[src/rtl/fft_control.sv]
// Sequencer for the radix-2 FFT core: load, per-level issue/drain, output.
// Optional cycle profiler enabled by defining FFT_CTRL_CYCLE_CNT_EN.
module fft_control #(
  parameter int N_LOG2   = 9,
  parameter int BFLY_LAT = 2
) (
  input  logic              clk,
  input  logic              reset,
  input  logic              start,
  input  logic              in_valid,
  input  logic              out_ready,
  output logic              load,
  output logic              processing,
  output logic              done,
  output logic [N_LOG2-1:0] fft_level,
  output logic [N_LOG2-1:0] butterfly_iter,
  output logic [N_LOG2-1:0] load_address,
  output logic [N_LOG2-1:0] out_address,
  output logic              rd_bank,
  output logic [N_LOG2-1:0] wr_iter,
  output logic [N_LOG2-1:0] wr_level,
  output logic              we_0,
  output logic              we_1,
  output logic              out_valid,
`ifdef FFT_CTRL_CYCLE_CNT_EN
  output logic [15:0]       cycle_count,
`endif
  output logic              busy
);

  localparam int DW = (BFLY_LAT > 1) ? $clog2(BFLY_LAT) : 1;

  localparam logic [N_LOG2-1:0] LAST     = '1;
  localparam logic [N_LOG2-1:0] HALF_LAST =
    N_LOG2'((1 << (N_LOG2 - 1)) - 1);
  localparam logic [N_LOG2-1:0] LVL_LAST = N_LOG2'(N_LOG2 - 1);
  localparam logic [DW-1:0]     DRN_LAST = DW'(BFLY_LAT - 1);

  typedef enum logic [2:0] {
    S_IDLE,
    S_LOAD,
    S_PROC,
    S_DRAIN,
    S_OUT
  } state_t;

  state_t            r_state;
  logic              r_load;
  logic              r_proc;
  logic              r_done;
  logic              r_busy;
  logic              r_out_valid;
  logic [N_LOG2-1:0] r_level;
  logic [N_LOG2-1:0] r_iter;
  logic [N_LOG2-1:0] r_load_addr;
  logic [N_LOG2-1:0] r_out_addr;
  logic [DW-1:0]     r_drain;

  logic              r_iss  [BFLY_LAT];
  logic [N_LOG2-1:0] r_it_d [BFLY_LAT];
  logic [N_LOG2-1:0] r_lv_d [BFLY_LAT];

  logic              w_wr;

  // Main sequencer: state, counters and registered status flags.
  always_ff @(posedge clk or negedge reset) begin
    if (!reset) begin
      r_state     <= S_IDLE;
      r_load      <= 1'b0;
      r_proc      <= 1'b0;
      r_done      <= 1'b0;
      r_busy      <= 1'b0;
      r_out_valid <= 1'b0;
      r_level     <= '0;
      r_iter      <= '0;
      r_load_addr <= '0;
      r_out_addr  <= '0;
      r_drain     <= '0;
    end else begin
      unique case (r_state)
        S_IDLE: begin
          if (start) begin
            r_state <= S_LOAD;
            r_load  <= 1'b1;
            r_busy  <= 1'b1;
          end
        end
        S_LOAD: begin
          if (in_valid) begin
            if (r_load_addr == LAST) begin
              r_load_addr <= '0;
              r_state     <= S_PROC;
              r_load      <= 1'b0;
              r_proc      <= 1'b1;
            end else begin
              r_load_addr <= r_load_addr + 1'b1;
            end
          end
        end
        S_PROC: begin
          if (r_iter == HALF_LAST) begin
            r_iter  <= '0;
            r_drain <= '0;
            r_state <= S_DRAIN;
          end else begin
            r_iter <= r_iter + 1'b1;
          end
        end
        S_DRAIN: begin
          if (r_drain == DRN_LAST) begin
            r_drain <= '0;
            if (r_level == LVL_LAST) begin
              r_level <= '0;
              r_state <= S_OUT;
              r_proc  <= 1'b0;
              r_done  <= 1'b1;
            end else begin
              r_level <= r_level + 1'b1;
              r_state <= S_PROC;
            end
          end else begin
            r_drain <= r_drain + 1'b1;
          end
        end
        S_OUT: begin
          if (!r_out_valid) begin
            r_out_valid <= 1'b1;
          end else if (out_ready) begin
            r_out_valid <= 1'b0;
            if (r_out_addr == LAST) begin
              r_out_addr <= '0;
              r_state    <= S_IDLE;
              r_done     <= 1'b0;
              r_busy     <= 1'b0;
            end else begin
              r_out_addr <= r_out_addr + 1'b1;
            end
          end
        end
        default: r_state <= S_IDLE;
      endcase
    end
  end

  // Write-side delay line matching the butterfly read-to-write latency.
  always_ff @(posedge clk or negedge reset) begin
    if (!reset) begin
      for (int i = 0; i < BFLY_LAT; i++) begin
        r_iss[i]  <= 1'b0;
        r_it_d[i] <= '0;
        r_lv_d[i] <= '0;
      end
    end else begin
      r_iss[0]  <= (r_state == S_PROC);
      r_it_d[0] <= r_iter;
      r_lv_d[0] <= r_level;
      for (int i = 1; i < BFLY_LAT; i++) begin
        r_iss[i]  <= r_iss[i-1];
        r_it_d[i] <= r_it_d[i-1];
        r_lv_d[i] <= r_lv_d[i-1];
      end
    end
  end

`ifdef FFT_CTRL_CYCLE_CNT_EN
  logic [15:0] r_cyc;

  // Frame profiler: cleared on start accept, frozen while idle.
  always_ff @(posedge clk or negedge reset) begin
    if (!reset) begin
      r_cyc <= '0;
    end else if (r_state == S_IDLE && start) begin
      r_cyc <= '0;
    end else if (r_busy) begin
      r_cyc <= r_cyc + 1'b1;
    end
  end

  assign cycle_count = r_cyc;
`endif

  assign w_wr = r_iss[BFLY_LAT-1];

  assign load           = r_load;
  assign processing     = r_proc;
  assign done           = r_done;
  assign busy           = r_busy;
  assign out_valid      = r_out_valid;
  assign fft_level      = r_level;
  assign butterfly_iter = r_iter;
  assign load_address   = r_load_addr;
  assign out_address    = r_out_addr;
  assign rd_bank        = r_level[0];
  assign wr_iter        = r_it_d[BFLY_LAT-1];
  assign wr_level       = r_lv_d[BFLY_LAT-1];

  // Writes land in the bank opposite the one read at that level.
  assign we_0 = (r_load & in_valid) | (w_wr & wr_level[0]);
  assign we_1 = w_wr & ~wr_level[0];

endmodule
[config.mk]
export PLATFORM = sky130hd
export DESIGN_NAME = fft_control
export DESIGN_NICKNAME = d
export VERILOG_FILES = /design/src/rtl/fft_control.sv
export SDC_FILE = /design/constraint.sdc
export NUM_CORES = 1
export LEC_CHECK = 0
export CAP_MARGIN = 15
export CORE_AREA = 2 2 82 115
export CTS_BUF_LIST = sky130_fd_sc_hd__clkbuf_2 sky130_fd_sc_hd__clkbuf_4 sky130_fd_sc_hd__clkbuf_8
export DETAILED_ROUTE_END_ITERATION = 8
export DIE_AREA = 0 0 84 117
export GPL_TIMING_DRIVEN = 0
export PLACE_DENSITY = 0.74
export SLEW_MARGIN = 20
export SYNTH_ARGS = -nofsm -noshare
export SYNTH_HDL_FRONTEND = slang
export SYNTH_SLANG_ARGS = --single-unit
[constraint.sdc]
create_clock -name clk -period 5.2 [get_ports clk]
set_input_delay 1.3 -clock clk [delete_from_list [all_inputs] [get_ports clk]]
set_output_delay 1.3 -clock clk [all_outputs]
set_load 0.01 [all_outputs]
-- Word level (Yosys, flattened, before mapping)
Cells that the tools add are included.
- output and inout port bits: 62
- bits in writable memories: 0
- word-level logic and storage cells: 94
- input bits: 5
- memory bits (read-only): 0
- bits in latches: 0
- register bits: 83
- memories kept: 0
- order comparisons: 0
- add/sub/neg operators: 5
- div/mod/pow operators: 0
- mux-type cells: 35
- multipliers: 0
- bitwise operators: 5
- eq/ne operators: 17
- reductions and logical operators: 15
- shift-type cells: 0
- operators by type and width (cell ; count):
    $add 9x1->9 const B ; 4
    $mux 9 ; 4
    $mux 3 ; 9
    $eq 9x9->1 const B ; 2
    $ne 2x2->1 const B ; 9
    $mux 1 ; 16
    $pmux 3 s5 ; 1
    $pmux 1 s2 ; 5
    $reduce_and 5->1 ; 2
    $reduce_bool 2->1 ; 5
    $eq 9x4->1 const B ; 1
    $eq 9x8->1 const B ; 1
    $reduce_and 8->1 ; 1
    $eq 3x2->1 const B ; 2
    $reduce_and 2->1 ; 3
    $reduce_and 6->1 ; 1
    $reduce_and 4->1 ; 1
    $and 1x1->1 ; 3
    $eq 3x1->1 const B ; 1
    $eq 3x3->1 const B ; 1
    $logic_not 3->1 ; 1
    $reduce_and 3->1 ; 1
    $add 1x1->1 const B ; 1
    $not 1->1 ; 1
    $or 1x1->1 ; 1

-- Depth between registers and ports, before layout
- word-level depth: 5
- depth in mapped cells: 10
- gate-level depth less buffers: 9

-- Worst setup path after synthesis
OpenSTA, ideal clock, no wires.
- path type: input-to-output
- start: input in_valid
- end: output we_0
- setup slack: 2.384 ns
- stages: 1
- arrival time: 1.516 ns
- required time: 3.900 ns
- cell sequence: a22o_1
- longest elaborated chain between the ends: 2
- ends and longest elaborated chain (what ; line ; RTL):
    start, declared ; 10 ; input logic in_valid,
    $and 1x1->1 ; 198 ; assign we_0 = (r_load & in_valid) | (w_wr & wr_level[0]);
    $or 1x1->1 ; 198 ;
    end, declared ; 22 ; output logic we_0,
No other way between the ends.

-- Worst setup path after layout
Ends and elaborated chain as after synthesis.

==> summary.txt <==
Detailed routing
  • Router iterations before antenna repair: 4
  • Antenna-violating nets left: 0
  • DRC Markers: 0
  • Via density per instance: 5.12
  • Via count of the routed design: between 2k and 3k
  • Avg WL per Cell: 13.9 um
  • 1st-iter DRT viols: 128
  • DRT Wirelength: 6870 um

Worst hold path
  • Worst hold path type: register to register
  • Hold Crit Depth: 0

Setup path
  • CP startpoint kind: input port
  • Reg2reg path depth: 10
  • Data arrival time of the worst path: 2.53 ns
  • CP Capture Type: output port
  • Max incr delay on CP: 0.54 ns
  • Crit-path cells: clkdlybuf4s50_1 > a22o_1 > clkdlybuf4s50_1
  • Crit-path leading delay family: buffers and inverters
  • CP Depth: 3
  • Cell mode on critical path: clkdlybuf4s50_1
  • Buf/Inv on CP: 2
  • Critical path type: input port to output port
  • CP required: 3.90 ns
  • Slowest-stage cell, CP: clkdlybuf4s50_1
  • Crit Path Max Fanout: 4

Synth
  • Post-Synthesis Cell Area: 0.00342 sq mm
  • Cells after Synth: 303
  • Post-synth top area share: 60.8%
  • Register area share after synthesis: 60.8%
  • Yosys top cell by area: dfrtp_1
  • Flop and latch count out of synthesis: 83
  • Syn nets: 315
  • Largest cells by area after synthesis: dfrtp_1 61%, buf_4 4.2%, nand2_1 4.0%, o21ai_0 3.5%, ha_1 2.6%
  • Synth warn: 0
  • Synthesized area per cell: approximately 11 sq um
  • Distinct cells, synth: 46

Die
  • Cell Rows: 41
  • Initial Utilization: between 30% and 40%
  • Core area: around 0.0089 sq mm
  • Die height: 117 um
  • Die width: 84 um
  • Die ar.: just under 0.01 sq mm
  • I/O Pins: 67

Global routing
  • Pin count of the biggest net entering global routing: 47
  • GRT overflow: 0
  • Antenna violations before repair: 0
  • Vias in the first global route: 2470
  • Global-route wire length before repair: 11500 um
  • GRT Util Overall: 14.9%

Pwr
  • Clock power share: 25.1%
  • Psw: just over 600 uW
  • Seq pwr share: 45.7%
  • PD cells: roughly 440 mW/mm^2
  • Sw Share: 31.4%
  • Internal power: 1.35 mW
  • Worst VDD drop: between 0.0002 and 0.0003 V
  • Combinational power share: ~29%
  • Leakage power: between 1.5 and 2 nW

STA
  • # setup viols final: 0
  • RSZ-0062 raised after global routing: false
  • Maximum clock frequency: 0.261 GHz
  • Fin. max-slew vios: 0
  • Hold Fails Final Rpt: 0
  • Clk_skew: 0.0111 ns
  • Period utilisation layout: 73.7%
  • Min Tclk post-route: between 3 and 4 ns
  • Least-Margin Pin Slew: 0.688 ns
  • Worst slew margin: 53.6%
  • TNS Setup: 0 ns

Layout
  • Layout fillers: 803
  • Diodes inserted: 0
  • Most common cell after layout, fill and taps aside: dfrtp_1
  • Share of layout cells above drive strength 1: 12.4%
  • Area grow syn2layout: 30.0%
  • Fin nets: 393
  • Fin area: 0.00444 sq mm
  • Leading cell types in the layout, fill and taps excluded: 83 x dfrtp_1, 65 x clkdlybuf4s50_1, 36 x nand2_1

CTS
  • Clock Tree Root: clkbuf_8
  • Post-CTS setup buffers: 0
  • Cts bufs inserted: 9
  • Htree depth: 3
  • TritonCTS Sinks: 83
  • CTS max path bufs: 2
  • CTS clk-pin slew, worst paths: 0.09 ns
  • Post-cts resize count: 0
  • Worst-Skew Late Latency: roughly 0.36 ns
  • CTS tree: yes
  • Hold-fix buffers, CTS: 0

Place
  • # port buffers: 66
  • Hpwl dp: just under 5000 um
  • Post-DP Area: around 0.0042 sq mm
  • Final GP Congestion: between 0.8 and 0.9

Job
  • Max_cap viols: 0

Status
  • Status: completed
==> kinds of logic after synthesis <==
kind of cell	count (synthesis)	synth area share (%)
xor gates and xnor gates	12	3.07
AOI/OAI and AO/OA	53	10.2
and+or+nand+nor	106	15.8
adders and majority gates	7	2.56
muxes	3	0.915
DFF	83	60.8
buffers and inverters	39	6.73
==> routing by layer <==
metal | GRT usage (%) | part of all wire (%)
met5 | 0 | 0
met4 | 8.71 | 2.4
met3 | 1.96 | 2.8
met2 | 26.6 | 53
met1 | 17.3 | 42
==> registers in the layout, indices dropped and copies added, names as in the netlist <==
| register | flops |
|---|---|
| done | 1 |
| r_state | 3 |
| w_wr | 1 |
| load_address | 9 |
| r_it_d | 9 |
| wr_iter | 9 |
| r_drain | 1 |
| r_iss | 1 |
| busy | 1 |
| r_lv_d | 9 |
| out_valid | 1 |
| processing | 1 |
| butterfly_iter | 9 |
| out_address | 9 |
| fft_level | 9 |
| wr_level | 9 |
| load | 1 |
==> cells in the mapped netlist (all sizes together) <==
master and count:
or3 2, or2 2, or3b 2, a22oi 2, a2bb2oi 1, buf 24, nor4 5, and4 1
and2 2, a31oi 2, nand2 36, a41oi 2, nand4 3, o41ai 4, nor4b 2, dfrtp 83
o31a 1, o21ba 1, and3b 1, a32o 2, and3 6, inv 9, a21oi 8, xor2 3
clkbuf 6, ha 7, o31ai 4, nand2b 4, nand4bb 1, nor2b 4, and4b 1, o311ai 1
o21ai 24, mux2i 2, a22o 1, nor2 17, nand3 12, nor3 5, xnor2 9, mux2 1
==> power by group through the flow <==
| stage | clock network [mW] | registers [mW] | logic, mW |
|---|---|---|---|
| finish | 0.495 | 0.900 | 0.575 |
| global route | 0.537 | 0.925 | 0.634 |
| CTS | 0.511 | 0.902 | 0.583 |
| detailed placement | 0 | 0.914 | 0.580 |
| global placement | 0 | 0.907 | 0.563 |
| floorplan | 0 | 0.905 | 0.283 |
==> final timing paths <==
kind | start | to | slack (ns)
max in group asynchronous | reset | load$_DFFE_PN0P_ | 3.66
max | in_valid | we_0 | 1.37
min in group asynchronous | reset | r_it_d[15]$_DFF_PN0_ | 0.92
max reg2reg | load_address[0]$_DFFE_PN0P_ | r_state[2]$_DFFE_PN0P_ | 2.47
min reg2reg | r_it_d[16]$_DFF_PN0_ | wr_iter[7]$_DFF_PN0_ | 0.35
min | r_it_d[16]$_DFF_PN0_ | wr_iter[7]$_DFF_PN0_ | 0.35
==> metrics by stage <==
| step | hold slack, ns | instances | total power [mW] | setup slack (ns) | util [%] |
|---|---|---|---|---|---|
| floorplan | 0.331 | 303 | 1.19 | 2.38 | - |
| global placement | 0.331 | 476 | 1.47 | 0.0162 | 47.5 |
| detailed placement | 0.335 | 477 | 1.49 | 1.36 | 47.7 |
| CTS | 0.355 | 493 | 2.00 | 1.36 | 50.1 |
| global route | 0.360 | 493 | 2.10 | 1.31 | 50.1 |
| finish | 0.354 | 493 | 1.97 | 1.37 | 50.1 |
==> final cells by class <==
| type | count | area, sq um | share of cell area, % |
|---|---|---|---|
| inverters | 9 | 33.8 | 0.760 |
| clock inverters | 6 | 76.3 | 1.72 |
| clock buffers | 10 | 138 | 3.10 |
| flip-flops and latches | 83 | 2080 | 46.7 |
| well taps | 107 | 134 | 3.01 |
| multi-input cells | 181 | 1110 | 25.0 |
| repair buffers | 67 | 678 | 15.3 |
| plain buffers | 30 | 196 | 4.42 |
(Power assumes the default switching activity.)
